<file path="src/rtl/fu_sequencer.sv">
// fu_sequencer
//   Request-side controller for the ALU function unit. Accepts one request at
//   a time, drives the function unit inputs, and captures the result and flags
//   into a held result register. A multiply request runs MUL_STEPS
//   shift-and-add iterations, using the unit's ADD function for every step.
//
// Handshakes (both sides): a transfer happens on a rising CLK edge where
//   valid && ready are both high. The request side must hold REQ_* stable
//   until REQ_READY. The result side holds RES_* stable until RES_READY.
//
// Ports
//   CLK, RESET            clock, synchronous active-high reset
//   REQ_VALID/REQ_READY   request handshake
//   REQ_MUL               1 = multiply, 0 = single function-unit op
//   REQ_FS, REQ_SH        function select / shift amount for a single op
//   REQ_A, REQ_B          operands
//   FU_A/FU_B/FU_SH/FU_FS function unit inputs (0 when idle or done)
//   FU_F, FU_Z/C/N/V      function unit result and flags (combinational)
//   RES_VALID/RES_READY   result handshake
//   RES_F, RES_Z/C/N/V    captured result and flags
//   BUSY                  high whenever not IDLE
//   DBG_STATE             current FSM state (IDLE=0, EXEC=1, MUL=2, DONE=3)
module fu_sequencer #(
  parameter logic [4:0] ADD_FS    = 5'b00010,
  parameter int         MUL_STEPS = 32
) (
  input  logic        CLK,
  input  logic        RESET,
  input  logic        REQ_VALID,
  output logic        REQ_READY,
  input  logic        REQ_MUL,
  input  logic [4:0]  REQ_FS,
  input  logic [31:0] REQ_A,
  input  logic [31:0] REQ_B,
  input  logic [4:0]  REQ_SH,
  output logic [31:0] FU_A,
  output logic [31:0] FU_B,
  output logic [4:0]  FU_SH,
  output logic [4:0]  FU_FS,
  input  logic [31:0] FU_F,
  input  logic        FU_Z,
  input  logic        FU_C,
  input  logic        FU_N,
  input  logic        FU_V,
  output logic        RES_VALID,
  input  logic        RES_READY,
  output logic [31:0] RES_F,
  output logic        RES_Z,
  output logic        RES_C,
  output logic        RES_N,
  output logic        RES_V,
  output logic        BUSY,
  output logic [1:0]  DBG_STATE
);

  localparam int CNT_W = (MUL_STEPS > 1) ? $clog2(MUL_STEPS) : 1;
  localparam logic [CNT_W-1:0] CNT_LAST = CNT_W'(MUL_STEPS - 1);

  typedef enum logic [1:0] {
    S_IDLE = 2'd0,
    S_EXEC = 2'd1,
    S_MUL  = 2'd2,
    S_DONE = 2'd3
  } state_t;

  state_t            state_q, state_d;
  logic [31:0]       a_q, a_d;
  logic [31:0]       b_q, b_d;
  logic [4:0]        sh_q, sh_d;
  logic [4:0]        fs_q, fs_d;
  logic [31:0]       acc_q, acc_d;
  logic [31:0]       mcand_q, mcand_d;
  logic [31:0]       mplier_q, mplier_d;
  logic [CNT_W-1:0]  cnt_q, cnt_d;
  logic [31:0]       res_f_q, res_f_d;
  logic              res_z_q, res_z_d;
  logic              res_c_q, res_c_d;
  logic              res_n_q, res_n_d;
  logic              res_v_q, res_v_d;

  // Function unit drive is decoded from state and internal registers only,
  // so no request or result-side input reaches it combinationally.
  always_comb begin
    FU_A  = '0;
    FU_B  = '0;
    FU_SH = '0;
    FU_FS = '0;
    case (state_q)
      S_EXEC: begin
        FU_A  = a_q;
        FU_B  = b_q;
        FU_SH = sh_q;
        FU_FS = fs_q;
      end
      S_MUL: begin
        FU_A  = acc_q;
        FU_B  = mplier_q[0] ? mcand_q : 32'd0;
        FU_FS = ADD_FS;
      end
      default: ;
    endcase
  end

  always_comb begin
    state_d  = state_q;
    a_d      = a_q;
    b_d      = b_q;
    sh_d     = sh_q;
    fs_d     = fs_q;
    acc_d    = acc_q;
    mcand_d  = mcand_q;
    mplier_d = mplier_q;
    cnt_d    = cnt_q;
    res_f_d  = res_f_q;
    res_z_d  = res_z_q;
    res_c_d  = res_c_q;
    res_n_d  = res_n_q;
    res_v_d  = res_v_q;
    case (state_q)
      S_IDLE: begin
        if (REQ_VALID) begin
          a_d  = REQ_A;
          b_d  = REQ_B;
          sh_d = REQ_SH;
          fs_d = REQ_FS;
          if (REQ_MUL) begin
            acc_d    = '0;
            mcand_d  = REQ_A;
            mplier_d = REQ_B;
            cnt_d    = '0;
            state_d  = S_MUL;
          end else begin
            state_d = S_EXEC;
          end
        end
      end
      S_EXEC: begin
        res_f_d = FU_F;
        res_z_d = FU_Z;
        res_c_d = FU_C;
        res_n_d = FU_N;
        res_v_d = FU_V;
        state_d = S_DONE;
      end
      S_MUL: begin
        acc_d    = FU_F;
        mcand_d  = mcand_q << 1;
        mplier_d = mplier_q >> 1;
        cnt_d    = cnt_q + CNT_W'(1);
        if (cnt_q == CNT_LAST) begin
          // Low word of the product; unit carry/overflow are meaningless here.
          res_f_d = FU_F;
          res_z_d = (FU_F == 32'd0);
          res_c_d = 1'b0;
          res_n_d = FU_F[31];
          res_v_d = 1'b0;
          state_d = S_DONE;
        end
      end
      S_DONE: begin
        if (RES_READY) state_d = S_IDLE;
      end
      default: state_d = S_IDLE;
    endcase
  end

  always_ff @(posedge CLK) begin
    if (RESET) begin
      state_q  <= S_IDLE;
      a_q      <= '0;
      b_q      <= '0;
      sh_q     <= '0;
      fs_q     <= '0;
      acc_q    <= '0;
      mcand_q  <= '0;
      mplier_q <= '0;
      cnt_q    <= '0;
      res_f_q  <= '0;
      res_z_q  <= 1'b0;
      res_c_q  <= 1'b0;
      res_n_q  <= 1'b0;
      res_v_q  <= 1'b0;
    end else begin
      state_q  <= state_d;
      a_q      <= a_d;
      b_q      <= b_d;
      sh_q     <= sh_d;
      fs_q     <= fs_d;
      acc_q    <= acc_d;
      mcand_q  <= mcand_d;
      mplier_q <= mplier_d;
      cnt_q    <= cnt_d;
      res_f_q  <= res_f_d;
      res_z_q  <= res_z_d;
      res_c_q  <= res_c_d;
      res_n_q  <= res_n_d;
      res_v_q  <= res_v_d;
    end
  end

  assign REQ_READY = (state_q == S_IDLE);
  assign BUSY      = (state_q != S_IDLE);
  assign RES_VALID = (state_q == S_DONE);
  assign RES_F     = res_f_q;
  assign RES_Z     = res_z_q;
  assign RES_C     = res_c_q;
  assign RES_N     = res_n_q;
  assign RES_V     = res_v_q;
  assign DBG_STATE = state_q;

endmodule

</file>
<file path="config.mk">
export PLATFORM = sky130hd
export DESIGN_NAME = fu_sequencer
export DESIGN_NICKNAME = d
export VERILOG_FILES = /design/src/rtl/fu_sequencer.sv
export SDC_FILE = /design/constraint.sdc
export NUM_CORES = 1
export LEC_CHECK = 0
export ABC_AREA = 1
export CAP_MARGIN = 10
export CORE_MARGIN = 2
export CORE_UTILIZATION = 53
export CTS_CLUSTER_SIZE = 30
export DETAILED_ROUTE_END_ITERATION = 7
export PLACE_DENSITY = 0.85
export SYNTH_ARGS = -nofsm -noshare
export SYNTH_HDL_FRONTEND = slang
export SYNTH_SLANG_ARGS = --single-unit
</file>
<file path="constraint.sdc">
create_clock -name CLK -period 3.55 [get_ports CLK]
set_clock_uncertainty 0.1 [all_clocks]
set_input_delay 0.71 -clock CLK [delete_from_list [all_inputs] [get_ports CLK]]
set_output_delay 0.71 -clock CLK [all_outputs]
set_load 0.01 [all_outputs]
</file>
==> qor_table.md <==
| Metric | Value |
| --- | --- |
| CTS tree | done |
| Worst rel slew slack | 58.2% |
| Power density of the placed cells | 839 nW/um^2 |
| Average wire per standard cell | 15.9 um |
| PortBufs | 229 |
| Crit path arrival time | 2.60 ns |
| Register area share after synthesis | 45.7% |
| Min-delay worst type | reg2reg |
| Critical path start-end classification | reg2out |
| Worst hold margin | 0.368 ns |
| Leading cell type in the layout, fill and taps excluded | nand2_1 |
| List of cells traversed by the critical path | inv_1 -> ha_4 -> buf_4 -> inv_2 -> a21oi_1 -> clkdlybuf4s50_1 |
| Horizontal die dimension | 137 um |
| Post-layout min period | 3.41 ns |
| Final global-route overflow total | 0 |
| Vias in the first global route | 8916 |
| Cell type group with the largest total delay on the critical path | buffers and inverters |
| Clk sink count | 213 |
| Worst path required time | 2.74 ns |
| R2R Path Start | DBG_STATE[0] |
| Mean post-synth cell area | 6.68 sq um |
| Vias/cell | 5.44 |
| Peak clock frequency supported by timing | 293 MHz |
| Net Count, Synth | 1519 |
| End-of-flow core utilization | 71.9% |
| Final period utilization | 96.0% |
| Synth top area share | 45.7% |
| Largest area contributor in the synthesized netlist | dfxtp_1 |
| Floorplan core area | 17200 sq um |
| Postcts setup bufs | 0 |
| Ratio of cells with drive above 1 in the final layout | 4.05% |
| CTS H-tree lvls | 1 |
| Layout Nets | 1689 |
| Die height | 137 um |
| Worst reg2reg path endpoint | cnt_q[3] |
| Iteration count of the initial detailed-routing pass | 5 |
| Wire length of the first global-routing pass | 45200 um |
| Total number of yosys warnings | 0 |
| Static Leak | 4.91 nW |
| # diodes | 0 |
| Hold path startpoint | mplier_q[31] |
| RSZ-0062 raised after global routing | no |
| Hold buffers post-CTS | 0 |
| Synthesis-stage register bit count | 213 |
| Number of instances resized during post-cts repair | 0 |
| Cell area after layout | 12400 sq um |
| Synthesized cell area | 9330 sq um |
| Sum of negative setup slack | 0 ns |
| Clock buffers created by TritonCTS | 22 |
| Crit path largest cell delay | 0.60 ns |
| Initial antenna violation count | 0 |
| Clk root buf | clkbuf_16 |
| Number of pins with negative max-slew slack in the final report | 0 |
| First-iteration detailed-routing DRC count | 897 |
| FF-to-FF setup slack | 0.72 ns |
| Crit-path max FO | 35 |
| Vias post-DR | 9821 |
| # Max-Cap Violations | 0 |
| Run status | finished, final reports clean |
| Hold Crit Depth | 2 |
| Peak ir drop on the vdd network | 0.000548 V |
| Number of buffers on the longest clock path | 3 |
| Most area-consuming cells after synthesis | dfxtp_1, nand2_1, nor2_1, o21ai_0, a21oi_1 |
| Number of cells in the finished layout apart from fillers | 1806 |
| Number of I/O pins | 230 |
| Kind of start point of the critical path | register |
| Worst path bufs/invs | 4 |
| Initial standard-cell utilization of the core | 54.2% |
| Clock transition at the register clock pins on the worst setup and hold paths after CTS | 0.06 ns |
| Pin count of the biggest net entering global routing | 75 |
| Drc violations | 0 |
| Area after DPL | 11700 sq um |
| Count of nets left with antenna violations after detail routing | 0 |
| Floorplan die area | 18700 sq um |
| Capture endpoint of the worst hold path | mplier_q[31] |
| Estimated wirelength of the detail-placed design | 19500 um |
| Post-Place Cells | 1769 |
| Number of different library cells in the post-synthesis netlist | 22 |
| Leading cell types in the layout, fill and taps excluded | nand2_1, nor2_1, clkdlybuf4s50_1 |
| Routed Wire Length | 28800 um |
| Clock latency reported for the late side of the worst-skew pair | 0.49 ns |
| Worst Max-Slew Pin Slew | 0.626 ns |
| Worst reg2reg path depth | 10 |
| Slowest cell on the critical path | clkdlybuf4s50_1 |
| Rows | 48 |
| Placer's final routability congestion estimate | 0.882 |
| Total GRT Usage | 30.2% |
| Endpoint kind of the worst setup timing path | primary output |
| Number of hold-slack violations in the final timing report | 0 |
| Number of setup violations in the final report | 0 |
| Area growth, synth to finish | 32.7% |
| Cell count after synthesis | 1398 |
[sequential cells by signal (all words and copies together), names as in the netlist]
name	flops
RES_V	1
b_q	32
sh_q	5
mcand_q	32
a_q	32
cnt_q	5
mplier_q	32
DBG_STATE	2
RES_C	1
RES_Z	1
acc_q	32
fs_q	5
RES_F	32
RES_N	1
[synth_stat cells]
master and number:
ha_1 6, nor2_1 258, xor2_1 2, buf_4 7, inv_1 61, clkbuf_1 74, o21ai_1 6, o21ai_0 177
a211oi_1 2, nor3_1 11, a31oi_1 1, dfxtp_1 213, buf_1 5, o211ai_1 1, inv_2 2, buf_6 2
nand4_1 2, nand3_1 39, buf_2 18, o21ai_2 1, nand2_1 366, a21oi_1 144
[where the power goes]
group | leakage [nW] | switching [mW] | internal (mW)
registers | 1.75 | 0.459 | 3.17
clock network | 0.338 | 0.907 | 1.28
logic | 2.82 | 2.95 | 1.62
total | 4.91 | 4.31 | 6.07
[worst max path at each step]
stage	startpoint	end	slack, ns	depth (start not counted)
floorplan	DBG_STATE[0]	FU_A[0]	1.17	6
global placement	DBG_STATE[1]	FU_A[24]	0.68	6
detailed placement	DBG_STATE[0]	FU_A[24]	0.67	6
CTS	DBG_STATE[1]	FU_A[24]	0.15	6
global route	DBG_STATE[0]	FU_A[17]	0.002	6
finish	DBG_STATE[0]	FU_FS[1]	0.14	6
[per-stage QoR]
stage               power, mW  worst slack [ns]
finish                   10.4             0.143
global route             11.1           0.00219
CTS                      10.4             0.147
detailed placement       8.15             0.675
global placement         8.03             0.677
floorplan                6.57              1.17
[layer usage]
layer  up-vias  part of all wire [%]  GRT usage [%]
met5         -                     0              0
met4         0                   4.1           12.7
met3        73                   9.3           4.89
met2       439                    45           47.2
met1      4498                    42           41.4
li1       4811                     -              -
[worst min-delay path, delay by kind of cell, from the launching register on]
family / cells / cell delay (ns)
flops: 1 / 0.31
compound gates: 1 / 0.05
simple gates: 1 / 0.06
[cell families (layout without fill, tap and decap cells)]
family / after synthesis / count (layout) / synth area share [%]
simple gates: 676 / 676 / 27.9
compound gates: 332 / 332 / 17.9
flops: 213 / 213 / 45.7
buf+inv: 169 / 352 / 7.48
fa+ha+maj: 6 / 6 / 0.804
xor+xnor: 2 / 2 / 0.188
[cell type report]
class,instances,area (sq um)
Tap cell,225,282
Fill cell,1432,4850
Inverter,63,239
Sequential cell,213,4260
Multi-Input combinational cell,1016,4390
Clock inverter,3,15.0
Timing Repair Buffer,252,2530
Clock buffer,34,667
(Power assumes the default switching activity.)
